**config.mk**
```make
export PLATFORM = sky130hd
export DESIGN_NAME = unidad_control_id
export DESIGN_NICKNAME = d
export VERILOG_FILES = /design/src/rtl/unidad_control_id.sv
export SDC_FILE = /design/constraint.sdc
export NUM_CORES = 1
export LEC_CHECK = 0
export CAP_MARGIN = 20
export CORE_MARGIN = 4
export CORE_UTILIZATION = 25
export CTS_CLUSTER_DIAMETER = 150
export CTS_CLUSTER_SIZE = 25
export DETAILED_ROUTE_END_ITERATION = 12
export PLACE_DENSITY = 0.48
export SYNTH_ARGS = -nofsm -noshare
export SYNTH_HDL_FRONTEND = slang
export SYNTH_SLANG_ARGS = --single-unit
export TNS_END_PERCENT = 50
```
**constraint.sdc**
```tcl
create_clock -name i_clk -period 2.95 [get_ports i_clk]
set_input_delay 0.59 -clock i_clk [delete_from_list [all_inputs] [get_ports i_clk]]
set_output_delay 0.59 -clock i_clk [all_outputs]
set_load 0.05 [all_outputs]
```
**src/rtl/unidad_control_id.sv**
```systemverilog
// -----------------------------------------------------------------------------
// unidad_control_id
// Registered main decode stage of the RISC-V core (between IF/ID and ID/EX).
// Every accepted instruction word is decoded into the ALU control codes, the
// datapath strobes, the register indices and the sign-extended immediate.
// All outputs appear one clock after the instruction is presented.
//
// Optional feature macro: ILLEGAL_TRAP_EN
//   defined   -> o_illegal port exists; an unknown opcode loads a bubble
//                with o_illegal=1.
//   undefined -> no o_illegal port; an unknown opcode loads an architectural
//                NOP (valid, all strobes 0, ALUOP 000, IMM 0).
//
// Ports:
//   i_clk          rising-edge clock
//   i_reset        synchronous, active-high reset
//   i_instr_in     32-bit instruction word from IF/ID
//   i_valid_in     i_instr_in holds a real instruction
//   i_stall        hold every output (hazard unit)
//   i_flush        replace the next output with a bubble
//   o_valid_out    outputs describe a real instruction
//   o_aluop        3-bit class code for the ALU control
//   o_instruccion  {instr[30], instr[14:12]}
//   o_imm          sign-extended immediate, DATA_WIDTH bits
//   o_rd/o_rs1/o_rs2  register indices
//   o_regwrite, o_alusrc, o_memread, o_memwrite, o_memtoreg,
//   o_branch, o_jump, o_jalr   datapath strobes
//   o_illegal      unknown opcode trap (ILLEGAL_TRAP_EN only)
// -----------------------------------------------------------------------------
module unidad_control_id #(
  parameter int DATA_WIDTH = 32
) (
  input  logic                  i_clk,
  input  logic                  i_reset,
  input  logic [31:0]           i_instr_in,
  input  logic                  i_valid_in,
  input  logic                  i_stall,
  input  logic                  i_flush,
  output logic                  o_valid_out,
  output logic [2:0]            o_aluop,
  output logic [3:0]            o_instruccion,
  output logic [DATA_WIDTH-1:0] o_imm,
  output logic [4:0]            o_rd,
  output logic [4:0]            o_rs1,
  output logic [4:0]            o_rs2,
  output logic                  o_regwrite,
  output logic                  o_alusrc,
  output logic                  o_memread,
  output logic                  o_memwrite,
  output logic                  o_memtoreg,
  output logic                  o_branch,
  output logic                  o_jump,
  output logic                  o_jalr
`ifdef ILLEGAL_TRAP_EN
 ,output logic                  o_illegal
`endif
);

  localparam logic [6:0] OP_R     = 7'b0110011;
  localparam logic [6:0] OP_IALU  = 7'b0010011;
  localparam logic [6:0] OP_LOAD  = 7'b0000011;
  localparam logic [6:0] OP_STORE = 7'b0100011;
  localparam logic [6:0] OP_BR    = 7'b1100011;
  localparam logic [6:0] OP_LUI   = 7'b0110111;
  localparam logic [6:0] OP_AUIPC = 7'b0010111;
  localparam logic [6:0] OP_JAL   = 7'b1101111;
  localparam logic [6:0] OP_JALR  = 7'b1100111;

  // One packed word holds the whole stage output, so a bubble is simply '0.
  typedef struct packed {
    logic                  valid;
    logic [2:0]            aluop;
    logic [3:0]            instruccion;
    logic [DATA_WIDTH-1:0] imm;
    logic [4:0]            rd;
    logic [4:0]            rs1;
    logic [4:0]            rs2;
    logic                  regwrite;
    logic                  alusrc;
    logic                  memread;
    logic                  memwrite;
    logic                  memtoreg;
    logic                  branch;
    logic                  jump;
    logic                  jalr;
  } decode_t;

  decode_t     w_dec;
  decode_t     r_out;
  logic [31:0] w_imm32;
`ifdef ILLEGAL_TRAP_EN
  logic        w_known;
  logic        r_illegal;
`endif

  // Combinational decode of the incoming word. The immediate is assembled at
  // 32 bits (bit 31 already in the MSB) and then sign-extended to DATA_WIDTH.
  always_comb begin
    w_dec             = '0;
    w_imm32           = '0;
`ifdef ILLEGAL_TRAP_EN
    w_known           = 1'b1;
`endif
    w_dec.valid       = 1'b1;
    w_dec.instruccion = {i_instr_in[30], i_instr_in[14:12]};
    w_dec.rd          = i_instr_in[11:7];
    w_dec.rs1         = i_instr_in[19:15];
    w_dec.rs2         = i_instr_in[24:20];
    case (i_instr_in[6:0])
      OP_R: begin
        w_dec.aluop    = 3'b000;
        w_dec.regwrite = 1'b1;
      end
      OP_IALU: begin
        w_dec.aluop    = 3'b001;
        w_dec.regwrite = 1'b1;
        w_dec.alusrc   = 1'b1;
        w_imm32        = {{20{i_instr_in[31]}}, i_instr_in[31:20]};
      end
      OP_LOAD: begin
        w_dec.aluop    = 3'b010;
        w_dec.regwrite = 1'b1;
        w_dec.alusrc   = 1'b1;
        w_dec.memread  = 1'b1;
        w_dec.memtoreg = 1'b1;
        w_imm32        = {{20{i_instr_in[31]}}, i_instr_in[31:20]};
      end
      OP_STORE: begin
        w_dec.aluop    = 3'b011;
        w_dec.alusrc   = 1'b1;
        w_dec.memwrite = 1'b1;
        w_imm32        = {{20{i_instr_in[31]}}, i_instr_in[31:25], i_instr_in[11:7]};
      end
      OP_BR: begin
        w_dec.aluop    = 3'b100;
        w_dec.branch   = 1'b1;
        w_imm32        = {{19{i_instr_in[31]}}, i_instr_in[31], i_instr_in[7],
                          i_instr_in[30:25], i_instr_in[11:8], 1'b0};
      end
      OP_LUI: begin
        w_dec.aluop    = 3'b101;
        w_dec.regwrite = 1'b1;
        w_dec.alusrc   = 1'b1;
        w_imm32        = {i_instr_in[31:12], 12'b0};
      end
      OP_AUIPC: begin
        w_dec.aluop    = 3'b110;
        w_dec.regwrite = 1'b1;
        w_dec.alusrc   = 1'b1;
        w_imm32        = {i_instr_in[31:12], 12'b0};
      end
      OP_JAL: begin
        w_dec.aluop    = 3'b111;
        w_dec.regwrite = 1'b1;
        w_dec.jump     = 1'b1;
        w_imm32        = {{11{i_instr_in[31]}}, i_instr_in[31], i_instr_in[19:12],
                          i_instr_in[20], i_instr_in[30:21], 1'b0};
      end
      OP_JALR: begin
        w_dec.aluop    = 3'b111;
        w_dec.regwrite = 1'b1;
        w_dec.alusrc   = 1'b1;
        w_dec.jump     = 1'b1;
        w_dec.jalr     = 1'b1;
        w_imm32        = {{20{i_instr_in[31]}}, i_instr_in[31:20]};
      end
      default: begin
`ifdef ILLEGAL_TRAP_EN
        w_known = 1'b0;
`endif
      end
    endcase
    w_dec.imm = DATA_WIDTH'($signed(w_imm32));
`ifdef ILLEGAL_TRAP_EN
    // A trapped opcode travels down the pipe as a bubble.
    if (!w_known) begin
      w_dec = '0;
    end
`endif
  end

  // Stage register: reset, then flush, then stall, then load/bubble.
  always_ff @(posedge i_clk) begin
    if (i_reset) begin
      r_out <= '0;
    end else if (i_flush) begin
      r_out <= '0;
    end else if (!i_stall) begin
      if (i_valid_in) begin
        r_out <= w_dec;
      end else begin
        r_out <= '0;
      end
    end
  end

`ifdef ILLEGAL_TRAP_EN
  // The trap flag shares the stage register's priority order.
  always_ff @(posedge i_clk) begin
    if (i_reset || i_flush) begin
      r_illegal <= 1'b0;
    end else if (!i_stall) begin
      r_illegal <= i_valid_in & ~w_known;
    end
  end

  assign o_illegal = r_illegal;
`endif

  assign o_valid_out   = r_out.valid;
  assign o_aluop       = r_out.aluop;
  assign o_instruccion = r_out.instruccion;
  assign o_imm         = r_out.imm;
  assign o_rd          = r_out.rd;
  assign o_rs1         = r_out.rs1;
  assign o_rs2         = r_out.rs2;
  assign o_regwrite    = r_out.regwrite;
  assign o_alusrc      = r_out.alusrc;
  assign o_memread     = r_out.memread;
  assign o_memwrite    = r_out.memwrite;
  assign o_memtoreg    = r_out.memtoreg;
  assign o_branch      = r_out.branch;
  assign o_jump        = r_out.jump;
  assign o_jalr        = r_out.jalr;

endmodule
```
**After elaboration in Yosys (flattened, before gate mapping)**

Index checks and enable logic that the tools add are counted.

- Register bits: 63
- Input bits: 37
- Output and inout bits: 63
- Word-level logic and storage cells: 40

- Equal/unequal tests: 9
- Mux-type cells: 10
- Reductions and logical operators: 6

Operators with widths:

| operator | count |
|---|---|
| $pmux 32 s5 | 1 |
| $mux 63 | 1 |
| $eq 7x6->1 const B | 3 |
| $eq 7x7->1 const B | 3 |
| $pmux 3 s7 | 1 |
| $eq 7x5->1 const B | 2 |
| $eq 7x2->1 const B | 1 |
| $mux 1 | 7 |
| $reduce_or 7->1 | 1 |
| $reduce_or 2->1 | 3 |
| $reduce_or 6->1 | 1 |
| $reduce_or 3->1 | 1 |

**Logic depth before layout (Yosys ltp)**

Gate-level depths: netlist of the first run.

- Depth in word-level cells: 4
- Gate-level depth with buffers: 8
- Depth with buffers taken out: 5

**Worst setup path after synthesis of the first run**

No wires, ideal clock.

- Kind: input -> register
- Start point: in i_stall
- End point: reg r_out, in the netlist o_imm[21]
- Library setup time: 86 ps
- Data arrival time: 1697 ps
- Data required time: 2864 ps
- Setup slack: 1167 ps
- Stages on the path: 8
- Path buffers: 3
- Path through: buf_4 > nor2b_1 > buf_4 > nand2_4 > a21oi_1 > nand2_2 > buf_6 > a221oi_2

RTL lines:

| element | RTL line | RTL |
|---|---|---|
| start: declaration | 37 | `input logic i_stall,` |
| end signal: assignment | 190 | `r_out <= w_dec;` |
| end: declaration | 89 | `decode_t r_out;` |

**Worst setup path after layout of the first run**

- Start point: in i_instr_in[5]
- End point: reg r_out, in the netlist o_imm[20]

- Word-level cells in the longest chain between the ends: 4
- Elaborated cells on any way between the ends: 12
- Those cells by class: eq/ne: 8; mux: 2; reduce/logical: 2

RTL lines:

| element | RTL line | RTL |
|---|---|---|
| start: declaration | 35 | `input logic [31:0] i_instr_in,` |
| $eq 7x7->1 (tied with other cells) | 109 | `case (i_instr_in[6:0])` |
| $reduce_or 3->1 (no source line) or $reduce_or 2->1 (tied branches) | - |  |
| $pmux 32 s5 * | 109 |  |
| $mux 63 * | 189 | `if (i_valid_in) begin` |

Every way passes the cells marked *; elsewhere a longest branch is shown, timed or not.
A chain may end at the register's enable or synchronous reset.

==> flow_summary.yaml, run 1 <==
outcome:
  status: "complete, no violations"
finish:
  antenna_cells: 0
  drive_gt1_frac: 0.133
  final_util: 0.373
  final_nets: 423
  num-fill-cells: 1122
  syn2layout_area_growth_pct: 46.4
  stdcell_count: 531
cts:
  cts_root_buffer: "clkbuf_8"
  clk_latency_ns: 0.33
  cts_hold_buf: 0
  cts_buffers: 9
  cts.htree.levels: 3
  postCtsSetupBuffers: 0
  clk_pin_slew_ns: 0.08
  cts_resized: 0
  cts_tree: "yes"
  clockBufferDepth: 2
  clkSinkCount: 62
sta:
  fin_ws_ns: 0.449
  hold_violations: 0
  clock-skew-final_ns: 0
  drv_slew: 0
  relSlewSlack: 0.493
  rsz0062_at_grt: "false"
  final.period_utilization: 0.848
  setup_viol: 0
  tns_ns: 0
  fmax_mhz: 400
  tightest_slew_ns: 0.760
  final.min_clock_period_ns: 2.50
logic_synthesis:
  avgSynthCellArea_um2: 9.41
  yosysSeqAreaShare: 0.452
  syn_area_um2: 2750
  yosys.cell_types.count: 49
  synth_top_cells_by_area: "dfxtp_1 (45%), a22oi_1 (6.8%), a221oi_2 (5.5%)"
  ys_async_sr_fraction: 0
  yosys.area.top_type: "dfxtp_1"
  synthCells: 292
  yosysTopAreaCellShare: 0.452
  ys_seq_elements: 62
  yosys_warnings: 0
  synth_enable_flop_cells: 0
  syn_nets: 329
  ys.flop_type: "dfxtp_1"
hold_path:
  worstHoldStart: "o_valid_out"
  hp-class: "flop to flop"
  hold-path-cell-count: 2
setup_path:
  cp.required_ns: 3.18
  start_kind: "input port"
  crit_arrival_ns: 2.73
  timing.rr.start: "o_imm[20]"
  startpoint: "i_instr_in[5]"
  rr_worst_depth: 3
  worstSetupPathType: "input port to flop"
  critPathMaxFanout: 13
  end_kind: "flop"
global_route:
  antenna_found_initial: 0
  grt_util_all_layers: 0.135
  grt_pass1_wl_um: 13700
  grt_max_degree: 34
  grt_pass1_vias: 2540
  overflow: 0
floorplanning:
  floorplan.initialDensity: 0.254
  ios: 100
  die_width_um: 113
  die_h_um: 113
  coreArea_um2: 10800
  rows: 38
  dieArea_um2: 12700
drt:
  vias: 2581
  vias_per_cell: 4.86
  first_iter_violations: 124
  dr.pass1.iters: 5
  ant_nets: 0
  wirelength_um: 8780
  drcViolationCount: 0
  routedWlPerCell_um: 16.5
place:
  place_ws_ns: 0.147
  io_buffer_count: 99
  routabilityCongestion: 0.855
  placedCellCount: 515
  dp_hpwl_um: 6400
power_and_ir_drop:
  ir_drop_uv: 220
  p_leak_nw: 1.33
  power_mw: 1.87
  powerDensity_nw_per_um2: 465
flow_run:
  drv_cap: 0
[metrics by stage]
step,hold slack [ns],instance area [µm²]
5_1_grt,0.496,4020
4_1_cts,0.474,4020
3_5_place_dp,0.463,3810
6_report,0.469,4020
2_1_floorplan,0.674,2750
3_3_place_gp,0.452,3810
[cell type report]
type | count | area (µm²) | share of cell area
tap | 140 | 175 | 0.0436
timing repair buffer | 111 | 1080 | 0.268
clock buffer | 10 | 128 | 0.0317
sequential | 62 | 1240 | 0.309
clock inverter | 6 | 86.3 | 0.0215
inverter | 1 | 3.75 | 0.000933
multi-input combinational | 201 | 1310 | 0.326
[routing by layer]
metal	track usage	part of all wire	vias to the layer above
met4	0.0409	0.0090	0
met1	0.173	0.46	1215
li1	-	-	1256
met2	0.212	0.46	102
met5	0	0	-
met3	0.0487	0.077	8
[power breakdown]
part | switching (mW) | total, mW | internal, mW
registers | 0.00332 | 0.846 | 0.843
clock network | 0.345 | 0.819 | 0.475
logic | 0.119 | 0.206 | 0.0878
[flip-flops by register name, summed over array words and instances (netlist names)]
name / flops
o_imm: 32
o_rd: 5
o_rs1: 5
o_rs2: 5
o_instruccion: 4
o_aluop: 3
o_alusrc: 1
o_branch: 1
o_jalr: 1
o_jump: 1
o_memread: 1
o_memwrite: 1
o_regwrite: 1
o_valid_out: 1
[worst max-delay path: stages]
cell	delay, ns
clkdlybuf4s50_1	0.72
and2b_2	0.25
nor4b_4	0.46
o21ai_2	0.34
a221oi_1	0.37
[final timing paths]
path,to,slack (ns)
setup / recovery,o_imm[20],0.45
hold / removal,o_valid_out,0.47
setup reg to reg,o_imm[20],1.95
hold reg to reg,o_valid_out,0.47
[synth_stat cells, drive strengths merged (3+ instances only)]
cell and n:
dfxtp 62, nand2 36, nor2 30, a22oi 25, clkbuf 16, a221oi 12
a31oi 12, nand3 12, a21boi 11, a21oi 11, buf 11, o21ai 9
a22o 6, nor3 4, and2b 3
[kinds of logic after synthesis]
logic type,Yosys count,share of synthesized area
XOR/XNOR,1,0.00319
flip-flops,62,0.452
AND/OR/NAND/NOR,105,0.194
buffers and inverters,29,0.0715
AO/OA/AOI/OAI,95,0.280
[cells in the final DEF (no fill, tap or decap), types with 3 or more instances in the layout]
cell | synthesis | final
nand2_1 | 34 | 34
nor3_1 | 4 | 4
a22oi_1 | 25 | 25
a22o_1 | 6 | 6
a21boi_0 | 11 | 11
clkbuf_8 | 2 | 9
dfxtp_1 | 62 | 62
a31oi_1 | 12 | 12
buf_4 | 3 | 12
o21ai_0 | 8 | 8
nand3_1 | 12 | 12
a221oi_2 | 10 | 10
a21oi_1 | 11 | 11
clkdlybuf4s50_1 | 0 | 98
nor2_1 | 30 | 30
and2b_2 | 3 | 3
No activity file was read; power rests on OpenSTA's default activity.
==> run 2, diff against run 1 <==
--- a/config.mk
+++ b/config.mk
@@ -11,7 +11,7 @@
 export CTS_CLUSTER_DIAMETER = 150
 export CTS_CLUSTER_SIZE = 25
 export DETAILED_ROUTE_END_ITERATION = 12
-export PLACE_DENSITY = 0.48
+export PLACE_DENSITY = 0.5
 export SYNTH_ARGS = -nofsm -noshare
 export SYNTH_HDL_FRONTEND = slang
 export SYNTH_SLANG_ARGS = --single-unit
==> constraint.sdc (replaced) <==
create_clock -name i_clk -period 2.3 [get_ports i_clk]
set_input_delay 0.46 -clock i_clk [delete_from_list [all_inputs] [get_ports i_clk]]
set_output_delay 0.46 -clock i_clk [all_outputs]
set_load 0.05 [all_outputs]
==> flow_summary.yaml, run 2 (synthesis results as in run 1) <==
hold_path:
  hold-path-cell-count: 2
  holdPathEnd: "o_jump"
  worstHoldStart: "o_jump"
  hp-class: "flop to flop"
sta:
  fin_ws_ns: 0.224
  rsz0062_at_grt: "false"
  clock-skew-final_ns: 0
  tightest_slew_ns: 0.765
  hold_violations: 0
  fmax_mhz: 482
  final.period_utilization: 0.902
  final.min_clock_period_ns: 2.08
  setup_viol: 0
  relSlewSlack: 0.490
  drv_slew: 0
outcome:
  status: "complete, no violations"
cts:
  cts_buffers: 9
  cts_resized: 0
  cts.htree.levels: 3
  clockBufferDepth: 2
  cts_tree: "yes"
  clk_latency_ns: 0.32
  clk_pin_slew_ns: 0.07
  cts_hold_buf: 0
  clkSinkCount: 62
  postCtsSetupBuffers: 0
  cts_root_buffer: "clkbuf_8"
finish:
  final_nets: 434
  layout_common_cells: "clkdlybuf4s50_1 (98), dfxtp_1 (62), nand2_1 (34)"
  drive_gt1_frac: 0.152
  syn2layout_area_growth_pct: 51.4
  largest_register_ffs: 32
  antenna_cells: 0
  mostFrequentLayoutCell: "clkdlybuf4s50_1"
floorplanning:
  dieArea_um2: 12700
  rows: 38
  ios: 100
  floorplan.initialDensity: 0.254
  die_h_um: 113
  die_width_um: 113
  coreArea_um2: 10800
setup_path:
  end_kind: "flop"
  r2r_slack_ns: 1.38
  worstSetupPathType: "input port to flop"
  rr_worst_depth: 3
  timing.rr.start: "o_imm[30]"
  start_kind: "input port"
  crit_arrival_ns: 2.25
  cp.required_ns: 2.47
  r2r_end: "o_imm[30]"
  critPathMaxFanout: 11
place:
  routabilityCongestion: 0.832
  io_buffer_count: 99
  place_ws_ns: -0.113
  dp_hpwl_um: 6330
flow_run:
  drv_cap: 0
power_and_ir_drop:
  power_frac_seq: 0.435
  switching_power_mw: 0.565
  combinationalPowerShare: 0.114
  power_frac_clock: 0.451
  swShare: 0.226
  internal_power_mw: 1.93
  power_mw: 2.50
  ir_drop_uv: 282
  powerDensity_nw_per_um2: 601
  p_leak_nw: 1.41
drt:
  vias: 2623
  first_iter_violations: 128
  vias_per_cell: 4.84
  routedWlPerCell_um: 16.0
  wirelength_um: 8650
  dr.pass1.iters: 6
  ant_nets: 0
  drcViolationCount: 0
global_route:
  grt_pass1_wl_um: 14100
  grt_max_degree: 55
  antenna_found_initial: 0
  overflow: 0
  grt_util_all_layers: 0.136
  grt_pass1_vias: 2672
==> run 2: changes by cell type in the layout (fill, tap and decap cells not counted) <==
cell / previous run / this run
buf_4: 12 / 20
buf_12: 0 / 3
clkbuf_1: 1 / 3
bufinv_16: 2 / 3
clkinv_2: 2 / 1
clkinv_4: 1 / 0
clkinvlp_4: 1 / 0
==> run 2: how the worst max path moves through the flow <==
| stage | to | start | slack (ns) | cells after the start |
|---|---|---|---|---|
| 2_1_floorplan | o_imm[21] | i_stall | 0.65 | 8 |
| 3_3_place_gp | o_imm[20] | i_instr_in[2] | -0.06 | 6 |
| 3_5_place_dp | o_imm[20] | i_instr_in[2] | -0.11 | 6 |
| 4_1_cts | o_imm[20] | i_instr_in[2] | 0.23 | 6 |
| 5_1_grt | o_imm[20] | i_instr_in[2] | 0.06 | 6 |
| 6_report | o_imm[20] | i_instr_in[2] | 0.22 | 6 |
==> run 2: stage by stage <==
stage	util	TNS (ns)	std cells	hold slack, ns	area, µm²
3_5_place_dp	0.364	-0.724	526	0.453	3930
6_report	0.385	0	542	0.464	4160
2_1_floorplan	-	0	292	0.585	2750
3_3_place_gp	0.364	-0.118	526	0.438	3930
5_1_grt	0.385	0	542	0.506	4160
4_1_cts	0.385	0	542	0.468	4160
==> run 2: layout make-up <==
type                       count  area [µm²]
timing repair buffer         122        1200
tap                          140         175
sequential                    62        1240
clock buffer                  12         135
multi-input combinational    201        1310
inverter                       1        3.75
clock inverter                 4        95.1
fill                        1098        6640
==> run 2: power by group through the flow <==
| stage | clock [mW] | combinational, mW | sequential (mW) |
|---|---|---|---|
| 6_report | 1.13 | 0.285 | 1.09 |
| 5_1_grt | 1.22 | 0.305 | 1.09 |
| 3_3_place_gp | 0 | 0.287 | 1.11 |
| 4_1_cts | 1.15 | 0.288 | 1.09 |
| 2_1_floorplan | 0 | 0.120 | 1.14 |
| 3_5_place_dp | 0 | 0.287 | 1.11 |
==> run 2: critical path: stages <==
cell,delay (ns)
clkdlybuf4s50_1,0.53
and4b_2,0.32
nand2_1,0.08
nand2_1,0.08
o21ai_2,0.61
a221oi_1,0.16
==> run 2: metal layers <==
metal / share of wire / track usage
met5: 0 / 0
met4: 0.021 / 0.0489
met3: 0.075 / 0.0385
met2: 0.44 / 0.208
met1: 0.46 / 0.184
